File: src/rtl/slot_fifo_scheduler.sv
// Round-robin burst drain of NUM_SLOTS pointer-tracked FIFOs into one byte stream.
// Define SLOT_SCHED_FULL_FLAG_EN to build the sticky per-slot full flags.
module slot_fifo_scheduler #(
  parameter int unsigned NUM_SLOTS   = 4,
  parameter int unsigned DATA_WIDTH  = 8,
  parameter int unsigned ADDR_WIDTH  = 11,
  parameter int unsigned COUNT_WIDTH = 32,
  parameter int unsigned BURST_LEN   = 16
) (
  input  logic                             clk,
  input  logic                             reset,
  input  logic [NUM_SLOTS-1:0]             slot_enable,
  input  logic                             flush,
  input  logic [NUM_SLOTS*ADDR_WIDTH-1:0]  fifo_addr_in,
  input  logic [NUM_SLOTS*ADDR_WIDTH-1:0]  fifo_addr_out,
  input  logic [NUM_SLOTS*DATA_WIDTH-1:0]  fifo_data,
  output logic [NUM_SLOTS-1:0]             fifo_read,
  output logic [DATA_WIDTH-1:0]            out_data,
  output logic                             out_valid,
  input  logic                             out_ready,
  output logic [$clog2(NUM_SLOTS)-1:0]     out_slot,
  output logic                             out_last,
  input  logic [NUM_SLOTS-1:0]             counter_clear,
  output logic [NUM_SLOTS*COUNT_WIDTH-1:0] byte_counts,
  output logic [NUM_SLOTS-1:0]             fifo_full_flag
);

  localparam int unsigned SlotW = $clog2(NUM_SLOTS);
  localparam int unsigned RemW  = $clog2(BURST_LEN + 1);
  localparam logic [ADDR_WIDTH-1:0] BurstThr = ADDR_WIDTH'(BURST_LEN);
  localparam logic [RemW-1:0]       BurstRem = RemW'(BURST_LEN);

  typedef enum logic [2:0] {StIdle, StArb, StRd, StCap, StXfer} state_e;

  state_e                 r_state, w_state_d;
  logic [SlotW-1:0]       r_slot, r_last_served, w_pick, w_scan;
  logic [RemW-1:0]        r_remaining, w_burst;
  logic [DATA_WIDTH-1:0]  r_out_data;
  logic                   r_out_valid, r_out_last, w_found, w_accept;
  logic [ADDR_WIDTH-1:0]  w_level [NUM_SLOTS];
  logic [DATA_WIDTH-1:0]  w_data [NUM_SLOTS];
  logic [NUM_SLOTS-1:0]   w_eligible;
  logic [COUNT_WIDTH-1:0] r_counts [NUM_SLOTS];

  // Modular pointer difference gives the fill level across wrap.
  for (genvar s = 0; s < NUM_SLOTS; s++) begin : g_slot
    assign w_level[s] = fifo_addr_in[s*ADDR_WIDTH +: ADDR_WIDTH] -
                        fifo_addr_out[s*ADDR_WIDTH +: ADDR_WIDTH];
    assign w_data[s] = fifo_data[s*DATA_WIDTH +: DATA_WIDTH];
    assign w_eligible[s] = slot_enable[s] &
                           (flush ? (w_level[s] != '0) : (w_level[s] >= BurstThr));
    assign byte_counts[s*COUNT_WIDTH +: COUNT_WIDTH] = r_counts[s];
    assign fifo_read[s] = (r_state == StRd) && (r_slot == SlotW'(s));
  end

  // Scan starts one past the last served slot and wraps.
  always_comb begin
    w_found = 1'b0;
    w_pick  = '0;
    w_scan  = r_last_served;
    for (int unsigned i = 0; i < NUM_SLOTS; i++) begin
      w_scan = (w_scan == SlotW'(NUM_SLOTS - 1)) ? '0 : w_scan + 1'b1;
      if (!w_found && w_eligible[w_scan]) begin
        w_found = 1'b1;
        w_pick  = w_scan;
      end
    end
    w_burst = (w_level[w_pick] >= BurstThr) ? BurstRem : RemW'(w_level[w_pick]);
  end

  always_comb begin
    w_state_d = r_state;
    w_accept  = (r_state == StXfer) && out_ready;
    case (r_state)
      StIdle:  if (|w_eligible) w_state_d = StArb;
      StArb:   w_state_d = w_found ? StRd : StIdle;
      StRd:    w_state_d = StCap;
      StCap:   w_state_d = StXfer;
      StXfer:  if (out_ready) w_state_d = (r_remaining > RemW'(1)) ? StRd : StIdle;
      default: w_state_d = StIdle;
    endcase
  end

  always_ff @(posedge clk) begin
    if (reset) begin
      r_state       <= StIdle;
      r_slot        <= '0;
      r_last_served <= SlotW'(NUM_SLOTS - 1);
      r_remaining   <= '0;
      r_out_data    <= '0;
      r_out_valid   <= 1'b0;
      r_out_last    <= 1'b0;
    end else begin
      r_state <= w_state_d;
      if (r_state == StArb && w_found) begin
        r_slot      <= w_pick;
        r_remaining <= w_burst;
      end
      if (r_state == StCap) begin
        r_out_data  <= w_data[r_slot];
        r_out_valid <= 1'b1;
        r_out_last  <= (r_remaining == RemW'(1));
      end
      if (w_accept) begin
        r_out_valid <= 1'b0;
        r_out_last  <= 1'b0;
        r_remaining <= r_remaining - 1'b1;
        if (r_remaining == RemW'(1)) r_last_served <= r_slot;
      end
    end
  end

  always_ff @(posedge clk) begin
    for (int unsigned s = 0; s < NUM_SLOTS; s++) begin
      if (reset || counter_clear[s]) begin
        r_counts[s] <= '0;
      end else if (w_accept && (r_slot == SlotW'(s))) begin
        r_counts[s] <= r_counts[s] + 1'b1;
      end
    end
  end

`ifdef SLOT_SCHED_FULL_FLAG_EN
  logic [NUM_SLOTS-1:0] r_full;

  always_ff @(posedge clk) begin
    for (int unsigned s = 0; s < NUM_SLOTS; s++) begin
      if (reset || counter_clear[s]) begin
        r_full[s] <= 1'b0;
      end else if (&w_level[s]) begin
        r_full[s] <= 1'b1;
      end
    end
  end

  assign fifo_full_flag = r_full;
`else
  assign fifo_full_flag = '0;
`endif

  assign out_data  = r_out_data;
  assign out_valid = r_out_valid;
  assign out_last  = r_out_last;
  assign out_slot  = r_slot;

endmodule

File: config.mk
export PLATFORM = sky130hd
export DESIGN_NAME = slot_fifo_scheduler
export DESIGN_NICKNAME = d
export VERILOG_FILES = /design/src/rtl/slot_fifo_scheduler.sv
export SDC_FILE = /design/constraint.sdc
export NUM_CORES = 1
export LEC_CHECK = 0
export CAP_MARGIN = 20
export CORE_ASPECT_RATIO = 0.5
export CORE_MARGIN = 2
export CORE_UTILIZATION = 25
export DETAILED_ROUTE_END_ITERATION = 8
export GPL_TIMING_DRIVEN = 0
export PLACE_DENSITY_LB_ADDON = 0.1
export SLEW_MARGIN = 20
export SYNTH_ARGS = -nofsm -noshare
export SYNTH_HDL_FRONTEND = slang
export SYNTH_SLANG_ARGS = --single-unit
File: constraint.sdc
create_clock -name clk -period 9.7 [get_ports clk]
set_input_delay 0.97 -clock clk [delete_from_list [all_inputs] [get_ports clk]]
set_output_delay 0.97 -clock clk [all_outputs]
set_load 0.02 [all_outputs]
Word-level counts from Yosys, hierarchy flattened
Memories as Yosys holds them, arrays and structs flattened.
Index checks and enable logic that the tools add are counted.
{"block": "totals", "n_memories": 1, "regBits": 22, "in_bits": 132, "output_inout_bits": 148, "wordCells": 150, "ramBits": 128}
{"block": "classes", "mux": 62, "n_reduce_logical": 31, "bitwise": 10, "n_eq_ne": 14, "magnitude_cmp": 12, "add_sub_neg": 13}
{"name": "r_counts", "words": 4, "word_bits": 32, "rd": 4, "rd_clocked_by_memory_dff": 0, "wr": 4, "line_no": "43", "rtl": "logic [COUNT_WIDTH-1:0] r_counts [NUM_SLOTS];"}
{"op": "$add A32 B1 Y32 const B", "n": 4}
{"op": "$mux W32", "n": 4}
{"op": "$ge A11 B5 Y1 const B", "n": 5}
{"op": "$reduce_bool A11 Y1", "n": 4}
{"op": "$sub A11 B11 Y11", "n": 4}
{"op": "$mux W1", "n": 32}
{"op": "$bmux W11 S2", "n": 1}
{"op": "$mux W11", "n": 2}
{"op": "$mux W2", "n": 10}
{"op": "$bmux W8 S2", "n": 1}
{"op": "$mux W8", "n": 2}
{"op": "$mux W5", "n": 3}
{"op": "$pmux W3 S5", "n": 1}
{"op": "$logic_and A1 B1 Y1", "n": 13}
{"op": "$eq A2 B2 Y1 const B", "n": 6}
{"op": "$lt A2 B3 Y1 const B", "n": 4}
{"op": "$add A2 B1 Y2 const B", "n": 4}
{"op": "$bmux W1 S2", "n": 4}
{"op": "$eq A3 B2 Y1 const B", "n": 2}
{"op": "$ge A3 B3 Y1 const B", "n": 2}
{"op": "$mux W3", "n": 2}
{"op": "$not A2 Y3", "n": 2}
{"op": "$eq A5 B1 Y1 const B", "n": 1}
{"op": "$gt A5 B1 Y1 const B", "n": 1}
{"op": "15 further kinds", "n": 28}

Longest topological paths before layout
{"block": "depth", "ltp_word": 24, "mapped_depth": 15, "mapped_depth_nobuf": 14}

Least setup slack after synthesis
OpenSTA, ideal clock, no wires.
{"block": "synth_path", "kind": "input to register", "startpoint": "in fifo_addr_in[0]", "endpoint": "reg r_remaining[3]", "setup_slack_ns": 5.432, "n_path_buf": 0, "t_required_ns": 9.608, "stages": 14, "setup_ns": 0.092, "t_arrival_ns": 4.176, "cell_sequence": "inv_1 > ha_1 > fa_1 > nand2b_1 > a21oi_1 > mux2_2 > a2111oi_2 > nand4b_2 > o311ai_2 > o311ai_4 > nor2_1 > a211oi_2 > or4b_1 > o32ai_1"}
{"block": "synth_via", "elab_chain_cells": 24, "word_cells_on_any_way": 37, "cone_classes": "1 x add/sub; 2 x order compare; 23 x mux; 2 x bitwise; 9 x reduce/logical"}
{"element": "start: declaration", "line_no": "14", "rtl": "input logic [NUM_SLOTS*ADDR_WIDTH-1:0] fifo_addr_in,"}
{"element": "$sub A11 B11 Y11 *", "line_no": "47", "rtl": "assign w_level[s] = fifo_addr_in[s*ADDR_WIDTH +: ADDR_WIDTH] -"}
{"element": "$ge A11 B5 Y1 or $reduce_bool A11 Y1 (tied branches)", "line_no": "51", "rtl": "(flush ? (w_level[s] != '0) : (w_level[s] >= BurstThr));"}
{"element": "$mux W1", "line_no": "51"}
{"element": "$and A1 B1 Y1", "line_no": "50", "rtl": "assign w_eligible[s] = slot_enable[s] &"}
{"element": "$bmux W1 S2", "line_no": "63", "rtl": "if (!w_found && w_eligible[w_scan]) begin"}
{"element": "$mux W1 (not written as such)", "line_no": "63"}
{"element": "$mux W1", "line_no": "63"}
{"element": "$logic_not A1 Y1", "line_no": "63"}
{"element": "[7 not listed]"}
{"element": "$mux W2", "line_no": "63"}
{"element": "$not A2 Y3 (not written as such)", "line_no": "68", "rtl": "w_burst = (w_level[w_pick] >= BurstThr) ? BurstRem : RemW'(w_level[w_pick]);"}
{"element": "$bmux W11 S2", "line_no": "68"}
{"element": "$mux W11 (not written as such) (2 in a row)", "line_no": "68"}
{"element": "$ge A11 B5 Y1", "line_no": "68"}
{"element": "$mux W5", "line_no": "68"}
{"element": "$mux W5", "line_no": "95", "rtl": "if (r_state == StArb && w_found) begin"}
{"element": "$mux W5", "line_no": "104", "rtl": "if (w_accept) begin"}
{"element": "end signal: assignment", "line_no": "97", "rtl": "r_remaining <= w_burst;"}
{"element": "end signal: assignment", "line_no": "107", "rtl": "r_remaining <= r_remaining - 1'b1;"}
{"element": "end: declaration", "line_no": "37", "rtl": "logic [RemW-1:0] r_remaining, w_burst;"}
Mark *: on every way between the ends. The rest lies on a longest branch, timed or not. The select of a mux whose other input is x is not followed.
A chain may end at the register's enable or synchronous reset.

Final worst setup path
Same ends and word-level chain as after synthesis.

==> results.rst <==
.. list-table::
   :header-rows: 1

   * - Metric
     - Value
   * - Internal power summed over all cells
     - 0.00131 W
   * - Ports placed on the boundary
     - 280
   * - Hold depth
     - 2
   * - Final estimated routing congestion in global placement
     - 0.797
   * - Clock root buffer master
     - sky130_fd_sc_hd__clkbuf_16
   * - TritonCTS clock tree
     - yes
   * - Initial core utilization
     - 25.6%
   * - Worst endpoint data arrival time
     - 5130 ps
   * - Total congestion overflow after global routing
     - 0
   * - Die Outline Area
     - 0.0435 sq mm
   * - # Post-CTS Setup Buffers
     - 0
   * - Async set-reset flop share out of synthesis
     - 0%
   * - Proportion of power drawn by combinational gates
     - 20.9%
   * - Ratio of routed vias to standard cells
     - 4.74
   * - Endpoint of the most critical register-to-register path
     - r_counts[3][30]
   * - Number of synthesis warnings
     - 0
   * - Clock sink count
     - 150
   * - Cell type with the largest total area after synthesis
     - sky130_fd_sc_hd__edfxtp_1
   * - Leakage power
     - 5.14 nW
   * - Placeable core region
     - 0.0408 sq mm
   * - Post-synth top cells
     - sky130_fd_sc_hd__nor2_1 (188), sky130_fd_sc_hd__edfxtp_1 (128), sky130_fd_sc_hd__xor2_1 (98)
   * - Maximum fanout encountered on the critical timing path
     - 6
   * - Slew at the pin closest to its max-slew limit
     - 804 ps
   * - Length of the first detailed-routing pass in iterations
     - 6
   * - Relative contribution of sequential cells to total power
     - between 40% and 50%
   * - Worst relative slew slack
     - 46.2%
   * - Final-layout worst hold slack
     - 456 ps
   * - Clock Latency Late Sink
     - between 400 and 500 ps
   * - # nets final
     - 1,606
   * - Fin crit share
     - 49.3%
   * - Slack of the worst reg-to-reg path
     - 6910 ps
   * - Number of DRC markers in iteration 0
     - 461
   * - Vias in the first global route
     - 9,390
   * - Number of buffers inserted during clock tree synthesis
     - 17
   * - Seq/Total Area, Yosys
     - 41.0%
   * - Areal power density over the cells
     - between 100 and 150 mW/mm^2
   * - Top_reg_cell synth
     - sky130_fd_sc_hd__edfxtp_1
   * - Highest clock rate
     - 209 MHz
   * - Peak supply drop
     - about 0.13 mV
   * - Number of antenna violations at the first check in global routing
     - 0
   * - Hold wc startpoint
     - out_data[3]
   * - First-pass GRT wire length
     - 50,300 um
   * - Die height
     - 149 um
   * - Layout cells sized above 1
     - 5.92%
   * - Clock-pin slew on the worst setup and hold paths
     - 60 ps
   * - Syn Std Cell Area
     - 0.0104 sq mm
   * - Setup total negative slack
     - 0 ps
   * - Worst min-delay path endpoint
     - out_data[3]
   * - Gates resized, CTS repair
     - 0
   * - Fin cells
     - 1,975
   * - Worst Clk Skew
     - 8.12 ps
   * - Gate Count Post-Synth
     - between 1,000 and 1,500
   * - Filler cell count in the final layout
     - 4,188
   * - Number of diodes added for antenna fixing
     - 0
   * - Number of cell instances on the worst register-to-register path
     - 10
   * - Number of violations of the max-capacitance limit
     - 0
   * - Switching portion of total power
     - 28.1%
   * - Longest Clk Path Bufs
     - 2
   * - Utilization of the core after routing
     - 35.7%
   * - Syn Area/Cell
     - 9.29 sq um
   * - Fraction of post-synthesis cell area in the top cell type by area
     - 36.8%
   * - Class of the tightest hold or removal check
     - reg -> reg
   * - Final Slew Violations
     - 0
   * - Net switching component of the power
     - around 0.00051 W
   * - Setup violation total in the final timing report
     - 0
   * - Port-buffer cells
     - 274
   * - Routed length per placed instance
     - ~16 um
   * - Status
     - finished clean
   * - Post-placement cell count
     - 1,944
   * - H-tree depth reported by CTS
     - 4
   * - Clock share of power
     - 37.5%
   * - Standard-cell row count
     - between 50 and 60
   * - Required @ worst endpoint
     - 10,040 ps
   * - Unrepaired setup endpoints after global routing
     - false
   * - Register bit total from synthesis
     - 150
   * - Cell types occupying the most area after synthesis
     - sky130_fd_sc_hd__edfxtp_1 (37%), sky130_fd_sc_hd__xor2_1 (8.2%), sky130_fd_sc_hd__nor2_1 (6.8%)
   * - EDFF count, synth
     - 128
   * - Horizontal die dimension
     - slightly below 300 um
   * - Post-DP HPWL
     - 24,300 um
   * - Area Overhead vs Synth
     - 39.4%
   * - Number of nets still failing antenna checks after routing
     - 0
   * - Most common cell in the netlist
     - sky130_fd_sc_hd__nor2_1
   * - Post-layout min period
     - 4780 ps
   * - Type of destination of the critical path
     - register
   * - Via count
     - 9,362
   * - Largest net degree at the start of global routing
     - 33
   * - Worst setup path category
     - in -> reg
   * - Hold buffers post-CTS
     - 0
   * - Reg2reg start
     - r_counts[3][8]
   * - Startpoint type of the worst setup path
     - input port
   * - Final Routed Wirelength
     - 31,100 um
   * - Distinct cell type count of the synthesized netlist
     - between 80 and 90
   * - Hold violation count in the final report
     - 0
   * - Global router's overall resource usage
     - 14.3%
   * - DRC violation count after routing
     - 0
[per-stage QoR]
| step | setup slack [ps] | power (W) | cell area (sq um) |
|---|---|---|---|
| CTS | 4900 | 0.00184 | 14600 |
| detailed placement | 4410 | 0.00115 | 14000 |
| floorplan | 5430 | 0.000986 | 10500 |
| finish | 4920 | 0.00182 | 14600 |
| global route | 4600 | 0.00191 | 14600 |
| global placement | 3330 | 0.00115 | 13900 |
[power groups by stage]
| stage | sequential [W] | clock [W] | combinational, W |
|---|---|---|---|
| 2_1_floorplan | 0.000796 | 0 | 0.000190 |
| 3_3_place_gp | 0.000773 | 0 | 0.000375 |
| 3_5_place_dp | 0.000772 | 0 | 0.000382 |
| 4_1_cts | 0.000759 | 0.000700 | 0.000384 |
| 5_1_grt | 0.000763 | 0.000725 | 0.000417 |
| 6_report | 0.000758 | 0.000683 | 0.000382 |
[cell families after synthesis]
group	count (synthesis)	synth area share (%)
compound gates	181	12.7
buf+inv	107	4.11
other cells	1	0.0359
flops	150	41.0
xor+xnor	129	10.8
mux	14	2.32
fa+ha+maj	51	6.40
simple gates	491	22.7
[critical path: stages]
cell and delay (ps):
sky130_fd_sc_hd__clkdlybuf4s50_1 490, sky130_fd_sc_hd__inv_1 50, sky130_fd_sc_hd__ha_1 220, sky130_fd_sc_hd__fa_1 400, sky130_fd_sc_hd__nand2b_1 180, sky130_fd_sc_hd__a21oi_1 150
sky130_fd_sc_hd__mux2_2 360, sky130_fd_sc_hd__a2111oi_2 250, sky130_fd_sc_hd__nand4b_2 260, sky130_fd_sc_hd__o311ai_2 410, sky130_fd_sc_hd__o311ai_4 190, sky130_fd_sc_hd__nor2_1 440
sky130_fd_sc_hd__a211oi_2 130, sky130_fd_sc_hd__or4b_1 520, sky130_fd_sc_hd__o32ai_1 110
[state kept, by name, indices dropped and copies added (netlist names)]
| name | cells |
|---|---|
| r_state | 3 |
| out_data | 8 |
| r_counts | 128 |
| out_last | 1 |
| out_valid | 1 |
| r_remaining | 5 |
| out_slot | 2 |
| r_last_served | 2 |
[worst max-delay path by stage]
stage	from	endpoint	slack, ps	depth (start not counted)
6_report	fifo_addr_in[0]	r_remaining[3]	4920	15
5_1_grt	fifo_addr_in[0]	r_remaining[3]	4600	15
4_1_cts	fifo_addr_in[0]	r_remaining[3]	4900	15
3_3_place_gp	out_ready	r_counts[3][17]	3330	5
2_1_floorplan	fifo_addr_in[0]	r_remaining[3]	5430	14
3_5_place_dp	fifo_addr_in[0]	r_remaining[3]	4410	15
[per-layer routing]
metal	wire, um	vias up	global-route usage (%)
met2	16100	126	26.2
met5	0	-	0
met4	408	0	3.95
met1	13700	4556	17.5
li1	-	4659	-
met3	869	21	2.29
[final cells by class]
cell class	count	area, sq um	share of cell area [%]
sequential	150	4280	29.4
multi-input combinational	870	5770	39.6
buffer	38	170	1.17
tap	540	676	4.64
clock buffer	17	425	2.92
clock inverter	14	160	1.10
inverter	69	259	1.78
timing repair buffer	277	2810	19.3
[cell usage in the layout, fill, tap and decap left out, types with 5 or more instances in the layout]
cell type and n:
sky130_fd_sc_hd__nand2b_1 6, sky130_fd_sc_hd__and4_1 9, sky130_fd_sc_hd__ha_1 47, sky130_fd_sc_hd__inv_1 69, sky130_fd_sc_hd__nor3_1 19, sky130_fd_sc_hd__nor2_1 188, sky130_fd_sc_hd__xnor2_1 31, sky130_fd_sc_hd__nand4_1 30
sky130_fd_sc_hd__a21o_1 8, sky130_fd_sc_hd__a31oi_1 6, sky130_fd_sc_hd__nand2_1 83, sky130_fd_sc_hd__nor4_1 5, sky130_fd_sc_hd__o211ai_1 5, sky130_fd_sc_hd__nor2b_1 9, sky130_fd_sc_hd__clkbuf_16 17, sky130_fd_sc_hd__o21ai_0 31
sky130_fd_sc_hd__nand3_1 73, sky130_fd_sc_hd__and3_1 30, sky130_fd_sc_hd__or3_1 11, sky130_fd_sc_hd__xor2_1 98, sky130_fd_sc_hd__clkbuf_1 28, sky130_fd_sc_hd__a21oi_1 47, sky130_fd_sc_hd__mux4_2 8, sky130_fd_sc_hd__a211oi_1 9
sky130_fd_sc_hd__clkdlybuf4s50_1 274, sky130_fd_sc_hd__o2111ai_1 8, sky130_fd_sc_hd__o21a_1 6, sky130_fd_sc_hd__dfxtp_1 22, sky130_fd_sc_hd__edfxtp_1 128
(Power assumes the default switching activity.)
